`config.mk`:
```
export PLATFORM = sky130hd
export DESIGN_NAME = lsu_mem_port
export DESIGN_NICKNAME = d
export VERILOG_FILES = /design/src/rtl/lsu_mem_port_pkg.sv /design/src/rtl/lsu_mem_port_lane_align.sv /design/src/rtl/lsu_mem_port.sv
export SDC_FILE = /design/constraint.sdc
export NUM_CORES = 1
export LEC_CHECK = 0
export BUFFER_PORTS_ARGS = -buffer_cell sky130_fd_sc_hd__buf_2
export CAP_MARGIN = 20
export CORE_MARGIN = 8
export CORE_UTILIZATION = 40
export CTS_CLUSTER_SIZE = 25
export DETAILED_ROUTE_END_ITERATION = 8
export PLACE_DENSITY = 0.68
export RECOVER_POWER = 100
export SLEW_MARGIN = 15
export SYNTH_ARGS = -nofsm -noshare
export SYNTH_HDL_FRONTEND = slang
export SYNTH_SLANG_ARGS = --single-unit
```
`constraint.sdc`:
```
create_clock -name i_clock -period 4 [get_ports i_clock]
set_clock_uncertainty 0.05 [all_clocks]
set_input_delay 0.4 -clock i_clock [delete_from_list [all_inputs] [get_ports i_clock]]
set_output_delay 0.4 -clock i_clock [all_outputs]
set_load 0.05 [all_outputs]
```
`src/rtl/lsu_mem_port_pkg.sv`:
```
// Shared types for the memory-stage load/store unit: bus data word,
// access size encoding, FSM states and the byte-lane count.
package lsu_mem_port_pkg;

  typedef logic [31:0] Data;

  typedef enum logic [1:0] {
    ACCESS_BYTE = 2'd0,
    ACCESS_HALF = 2'd1,
    ACCESS_WORD = 2'd2
  } DataAccess;

  typedef enum logic [1:0] {
    IDLE   = 2'd0,
    ACCESS = 2'd1,
    DONE   = 2'd2,
    FAULT  = 2'd3
  } LsuState;

  localparam int BYTE_LANES = 4;

endpackage

```
`src/rtl/lsu_mem_port_lane_align.sv`:
```
// Pure combinational lane logic: byte enables, store replication,
// load lane extraction with sign/zero extension, and the alignment check.
module lsu_lane_align
  import lsu_mem_port_pkg::*;
(
  input  DataAccess             i_access,
  input  logic [1:0]            i_addrLo,
  input  logic                  i_unsigned,
  input  Data                   i_wrData,
  input  Data                   i_busRdData,
  output logic [BYTE_LANES-1:0] o_byteEnable,
  output Data                   o_busWrData,
  output Data                   o_rdData,
  output logic                  o_misaligned
);

  Data lane;

  always_comb begin
    lane = i_busRdData >> {i_addrLo, 3'b000};
    case (i_access)
      ACCESS_BYTE: begin
        o_byteEnable = 4'b0001 << i_addrLo;
        o_busWrData  = {4{i_wrData[7:0]}};
        o_rdData     = i_unsigned ? {24'h0, lane[7:0]} : {{24{lane[7]}}, lane[7:0]};
        o_misaligned = 1'b0;
      end
      ACCESS_HALF: begin
        o_byteEnable = 4'b0011 << {i_addrLo[1], 1'b0};
        o_busWrData  = {2{i_wrData[15:0]}};
        o_rdData     = i_unsigned ? {16'h0, lane[15:0]} : {{16{lane[15]}}, lane[15:0]};
        o_misaligned = i_addrLo[0];
      end
      // Word (and the unused encoding) ignores the unsigned flag.
      default: begin
        o_byteEnable = 4'b1111;
        o_busWrData  = i_wrData;
        o_rdData     = lane;
        o_misaligned = |i_addrLo;
      end
    endcase
  end

endmodule

```
`src/rtl/lsu_mem_port.sv`:
```
// Memory-stage load/store unit: runs each pipeline memory request as one
// word-bus transaction and stalls the pipeline until it completes.
module lsu_mem_port
  import lsu_mem_port_pkg::*;
#(
  parameter int ADDR_WIDTH = 32
) (
  input  logic                  i_clock,
  input  logic                  i_reset,
  input  logic                  i_memRdEnable,
  input  logic                  i_memWrEnable,
  input  DataAccess             i_memAccess,
  input  logic                  i_memUnsigned,
  input  logic [ADDR_WIDTH-1:0] i_addr,
  input  Data                   i_wrData,
  output logic                  o_busy,
  output Data                   o_rdData,
  output logic                  o_rdValid,
  output logic                  o_misaligned,
  output logic [ADDR_WIDTH-1:0] o_busAddr,
  output logic                  o_busRdEnable,
  output logic                  o_busWrEnable,
  output logic [BYTE_LANES-1:0] o_busByteEnable,
  output Data                   o_busWrData,
  input  logic                  i_busReady,
  input  Data                   i_busRdData,
  output LsuState               o_state
);

  // Bus handshake: a request (rd or wr enable) is held stable with its
  // address/lanes/data until the cycle i_busReady=1, which completes it.

  LsuState               state_q, state_d;
  logic [ADDR_WIDTH-1:0] addr_q, addr_d;
  DataAccess             access_q, access_d;
  logic                  unsigned_q, unsigned_d;
  Data                   wr_data_q, wr_data_d;
  logic                  store_q, store_d;
  Data                   rd_data_q, rd_data_d;
  logic                  rd_valid_q, rd_valid_d;
  logic                  misaligned_q, misaligned_d;

  logic                  request;
  logic                  in_access;
  DataAccess             al_access;
  logic [1:0]            al_addr_lo;
  logic [BYTE_LANES-1:0] al_byte_enable;
  Data                   al_wr_data;
  Data                   al_rd_data;
  logic                  al_misaligned;

  assign request   = i_memRdEnable | i_memWrEnable;
  assign in_access = (state_q == ACCESS);

  // In IDLE only the alignment check matters, so it looks at the live request;
  // everywhere else the lane logic works from the captured request.
  assign al_access  = (state_q == IDLE) ? i_memAccess : access_q;
  assign al_addr_lo = (state_q == IDLE) ? i_addr[1:0] : addr_q[1:0];

  lsu_lane_align u_align (
    .i_access     (al_access),
    .i_addrLo     (al_addr_lo),
    .i_unsigned   (unsigned_q),
    .i_wrData     (wr_data_q),
    .i_busRdData  (i_busRdData),
    .o_byteEnable (al_byte_enable),
    .o_busWrData  (al_wr_data),
    .o_rdData     (al_rd_data),
    .o_misaligned (al_misaligned)
  );

  always_comb begin
    state_d      = state_q;
    addr_d       = addr_q;
    access_d     = access_q;
    unsigned_d   = unsigned_q;
    wr_data_d    = wr_data_q;
    store_d      = store_q;
    rd_data_d    = rd_data_q;
    rd_valid_d   = 1'b0;
    misaligned_d = 1'b0;
    case (state_q)
      IDLE: begin
        if (request) begin
          addr_d       = i_addr;
          access_d     = i_memAccess;
          unsigned_d   = i_memUnsigned;
          wr_data_d    = i_wrData;
          store_d      = i_memWrEnable;
          misaligned_d = al_misaligned;
          state_d      = al_misaligned ? FAULT : ACCESS;
        end
      end
      ACCESS: begin
        if (i_busReady) begin
          if (!store_q) begin
            rd_data_d  = al_rd_data;
            rd_valid_d = 1'b1;
          end
          state_d = DONE;
        end
      end
      // The old instruction is still presented in DONE/FAULT, so never re-accept it.
      DONE:    state_d = IDLE;
      default: state_d = IDLE;
    endcase
  end

  always_ff @(posedge i_clock or negedge i_reset) begin
    if (!i_reset) begin
      state_q      <= IDLE;
      addr_q       <= '0;
      access_q     <= ACCESS_BYTE;
      unsigned_q   <= 1'b0;
      wr_data_q    <= '0;
      store_q      <= 1'b0;
      rd_data_q    <= '0;
      rd_valid_q   <= 1'b0;
      misaligned_q <= 1'b0;
    end else begin
      state_q      <= state_d;
      addr_q       <= addr_d;
      access_q     <= access_d;
      unsigned_q   <= unsigned_d;
      wr_data_q    <= wr_data_d;
      store_q      <= store_d;
      rd_data_q    <= rd_data_d;
      rd_valid_q   <= rd_valid_d;
      misaligned_q <= misaligned_d;
    end
  end

  // Stall is combinational so a fresh request holds the pipeline in its first cycle.
  assign o_busy          = i_reset & (((state_q == IDLE) & request) | in_access);
  assign o_busAddr       = in_access ? {addr_q[ADDR_WIDTH-1:2], 2'b00} : '0;
  assign o_busRdEnable   = in_access & ~store_q;
  assign o_busWrEnable   = in_access & store_q;
  assign o_busByteEnable = in_access ? al_byte_enable : '0;
  assign o_busWrData     = in_access ? al_wr_data : '0;
  assign o_rdData        = rd_data_q;
  assign o_rdValid       = rd_valid_q;
  assign o_misaligned    = misaligned_q;
  assign o_state         = state_q;

endmodule

```
==> flow_results.xml <==
<?xml version="1.0" encoding="UTF-8"?>
<metrics>
  <group name="cells_and_area">
    <metric name="num-nets-final" unit="">907</metric>
    <metric name="fill_cells" unit="">1326</metric>
    <metric name="finish.instance_area" unit="um2">6686</metric>
    <metric name="growth_of_design_area_from_synthesis_to_finish" unit="%">24.74</metric>
    <metric name="final_layout_size_suffix_gt1_share" unit="%">22.06</metric>
    <metric name="layoutNonFillerInstCount" unit="">986</metric>
  </group>
  <group name="global_routing">
    <metric name="grt_pass1_wl" unit="um">28050</metric>
    <metric name="grt_usage" unit="%">20.00</metric>
    <metric name="grt_max_degree" unit="">69</metric>
    <metric name="number_of_global_route_vias_before_repair" unit="">5062</metric>
    <metric name="antenna_found_initial" unit="">4</metric>
    <metric name="grt_overflow_total" unit="">0</metric>
  </group>
  <group name="logic_synthesis">
    <metric name="synth_top_cell_by_area" unit="">sky130_fd_sc_hd__dfrtp_1</metric>
    <metric name="synth.lib_cells_used.distinct" unit="">48</metric>
    <metric name="yosysTopAreaCellShare" unit="%">48.55</metric>
    <metric name="synthesized_area_per_cell" unit="um2">8.702</metric>
    <metric name="synth_warnings" unit="">0</metric>
    <metric name="seq_area_frac_synth" unit="%">48.55</metric>
    <metric name="post_synth_main_area_contributors" unit="">sky130_fd_sc_hd__dfrtp_1 49%, sky130_fd_sc_hd__nand2_1 16%, sky130_fd_sc_hd__mux2i_1 7.5%</metric>
    <metric name="proportion_of_synthesized_flip_flops_having_asynchronous_set_or_reset" unit="%">100.0</metric>
    <metric name="synth-edff-count" unit="">0</metric>
    <metric name="synthCells" unit="">616</metric>
    <metric name="synth_area" unit="um2">5360</metric>
    <metric name="synth_seq_cells" unit="">104</metric>
    <metric name="synth_most_common_cell" unit="">sky130_fd_sc_hd__nand2_1</metric>
    <metric name="synthFlopType" unit="">sky130_fd_sc_hd__dfrtp_1</metric>
    <metric name="yosys-top-cells-count" unit="">234 x sky130_fd_sc_hd__nand2_1, 104 x sky130_fd_sc_hd__dfrtp_1, 40 x sky130_fd_sc_hd__mux2i_1</metric>
  </group>
  <group name="worst_setup_path">
    <metric name="critical_path.startpoint_type" unit="">flop</metric>
    <metric name="worstSetupEndpointType" unit="">primary output</metric>
    <metric name="worstSetupPathType" unit="">reg2out</metric>
    <metric name="regToRegSetupSlack" unit="ns">0.68</metric>
    <metric name="cp.required" unit="ns">3.55</metric>
    <metric name="path_max_fanout" unit="">21</metric>
    <metric name="crit_arrival" unit="ns">2.98</metric>
  </group>
  <group name="cts">
    <metric name="ctsHoldBuffers" unit="">0</metric>
    <metric name="total_clock_buffers_created_by_cts" unit="">9</metric>
    <metric name="cts_num_sinks" unit="">104</metric>
    <metric name="clk_latency" unit="ns">0.34</metric>
    <metric name="clockRootBuffer" unit="">sky130_fd_sc_hd__clkbuf_16</metric>
    <metric name="clk_pin_slew_worst_paths" unit="ns">0.07</metric>
    <metric name="cts_setup_buffers" unit="">0</metric>
    <metric name="cts_tree" unit="">built</metric>
    <metric name="ctsResizeCount" unit="">0</metric>
    <metric name="cts_max_path_buffers" unit="">2</metric>
    <metric name="cts-htree-levels" unit="">3</metric>
  </group>
  <group name="sta">
    <metric name="layout_min_cycle_time" unit="ns">3.429</metric>
    <metric name="timing.fmax" unit="MHz">291.6</metric>
    <metric name="unrepaired_setup_endpoints_after_global_routing" unit="">false</metric>
    <metric name="worstMarginPinSlew" unit="ns">1.416</metric>
    <metric name="setup_viol" unit="">0</metric>
    <metric name="drv_slew" unit="">0</metric>
    <metric name="fin_tns_setup" unit="ns">0</metric>
    <metric name="final-hold-violation-count" unit="">0</metric>
    <metric name="final_min_period_over_clock_period" unit="%">85.73</metric>
    <metric name="slew_headroom" unit="%">5.587</metric>
  </group>
  <group name="place">
    <metric name="placement.cell_area" unit="um2">6530</metric>
    <metric name="dp_hpwl" unit="um">12480</metric>
    <metric name="port_buffers" unit="">208</metric>
    <metric name="placed_cells" unit="">968</metric>
    <metric name="gpl.final_weighted_congestion" unit="">0.8560</metric>
  </group>
  <group name="drt">
    <metric name="dr.pass1.iters" unit="">5</metric>
    <metric name="wl_per_cell" unit="um">17.72</metric>
    <metric name="routed_via_density" unit="">5.064</metric>
    <metric name="antenna_violating_nets_post_route" unit="">0</metric>
    <metric name="drcViolationCount" unit="">0</metric>
    <metric name="routed_wirelength" unit="um">17470</metric>
    <metric name="drt-initial-drc-count" unit="">345</metric>
    <metric name="vias" unit="">4993</metric>
  </group>
  <group name="floorplan">
    <metric name="core_area" unit="um2">13190</metric>
    <metric name="start_util" unit="%">40.64</metric>
    <metric name="placementRows" unit="">42</metric>
    <metric name="die_w" unit="um">131.8</metric>
    <metric name="pin_count" unit="">211</metric>
    <metric name="design.die.area" unit="um2">17360</metric>
    <metric name="die-height" unit="um">131.8</metric>
  </group>
  <group name="outcome">
    <metric name="outcome" unit="">completed</metric>
  </group>
  <group name="power">
    <metric name="ir_worst_vdd" unit="mV">0.4074</metric>
    <metric name="power.static_leakage" unit="nW">3.447</metric>
    <metric name="power.total" unit="mW">7.122</metric>
    <metric name="power.density_cell_area" unit="nW/um2">1065</metric>
  </group>
  <group name="worst_hold_path">
    <metric name="min-delay-path-class" unit="">in2async</metric>
  </group>
  <group name="run">
    <metric name="max_cap_violations" unit="">0</metric>
  </group>
</metrics>
-- layout by cell type, fill, tap and decap left out, drive strengths merged, types with 2 or more instances in the layout --
cell type | synthesis | final
a211oi | 2 | 2
a21oi | 12 | 12
a2bb2oi | 9 | 9
a31oi | 10 | 10
a32oi | 8 | 8
and2 | 40 | 40
buf | 15 | 139
clkbuf | 26 | 87
clkinv | 0 | 4
conb | 1 | 2
dfrtp | 104 | 104
diode | 0 | 3
inv | 2 | 3
mux2 | 9 | 9
mux2i | 40 | 40
nand2 | 234 | 234
nand2b | 3 | 3
nand3 | 3 | 3
nand3b | 2 | 2
nor2 | 31 | 31
nor3 | 2 | 2
o21ai | 33 | 33
o221ai | 7 | 7
o22ai | 8 | 8
o31ai | 2 | 2
-- state kept, by name, indices dropped and copies added (netlist names) --
| register | cells |
|---|---|
| access_q | 2 |
| addr_q | 32 |
| o_misaligned | 1 |
| o_rdData | 32 |
| o_rdValid | 1 |
| o_state | 2 |
| store_q | 1 |
| unsigned_q | 1 |
| wr_data_q | 32 |
-- layer usage --
layer | up-vias | global-route usage [%] | wire [um]
li1 | 2433 | - | -
met3 | 19 | 8.155 | 1558
met4 | 6 | 5.743 | 208
met5 | - | 0 | 35
met2 | 192 | 32.35 | 8350
met1 | 2343 | 24.02 | 7319
-- power breakdown --
part | internal, mW | switching (mW) | total, mW
Clock | 0.436 | 0.385 | 0.821
Sequential | 1.56 | 0.357 | 1.92
Combinational | 1.11 | 3.28 | 4.38
Total | 3.10 | 4.02 | 7.12
-- stage by stage --
stage / hold slack [ns] / utilization (%) / worst slack, ns
floorplan: 0.05441 / - / 0.6839
global placement: 0.3991 / 49.51 / 1.036
detailed placement: 0.4045 / 49.51 / 1.012
CTS: 0.07220 / 51.57 / 0.8112
global route: 0.09194 / 50.65 / 0.3016
finish: 0.04358 / 50.69 / 0.5707
-- final cells by class --
cell class              count  area (um2)  share of cell area [%]
multi-input cells         470        2575                   38.51
diodes                      3       7.507                  0.1123
inverters                   2       7.507                  0.1123
clock inverters             5       32.53                  0.4865
well taps                 176       220.2                   3.293
flip-flops and latches    104        2603                   38.92
repair buffers            216        1002                   14.99
clock buffers              10       239.0                   3.574
-- kinds of logic after synthesis --
kind of cell	Yosys count	synth area share (%)
AND/OR/NAND/NOR	323	25.75
flip-flops	104	48.55
AO/OA/AOI/OAI	96	12.49
multiplexers	49	9.430
buffers and inverters	43	3.711
other	1	0.06996
-- final timing paths --
| path | depth (start not counted) | from | endpoint |
|---|---|---|---|
| max reg2reg | 6 | o_state[0] | o_rdData[16] |
| min | 1 | i_reset | wr_data_q[1] |
| min reg2reg | 2 | addr_q[29] | addr_q[29] |
| max in group asynchronous | 2 | i_reset | o_rdData[21] |
| max | 4 | o_state[0] | o_busWrData[27] |
| min in group i_clock | 3 | i_wrData[17] | wr_data_q[17] |
-- critical path: stages, from the launching register on --
cell and delay [ns]:
sky130_fd_sc_hd__dfrtp_1 0.55, sky130_fd_sc_hd__nor2b_1 1.06, sky130_fd_sc_hd__o21ai_0 0.36, sky130_fd_sc_hd__nor2_1 0.17, sky130_fd_sc_hd__clkbuf_1 0.50
Power figures use the tool's default switching activity.
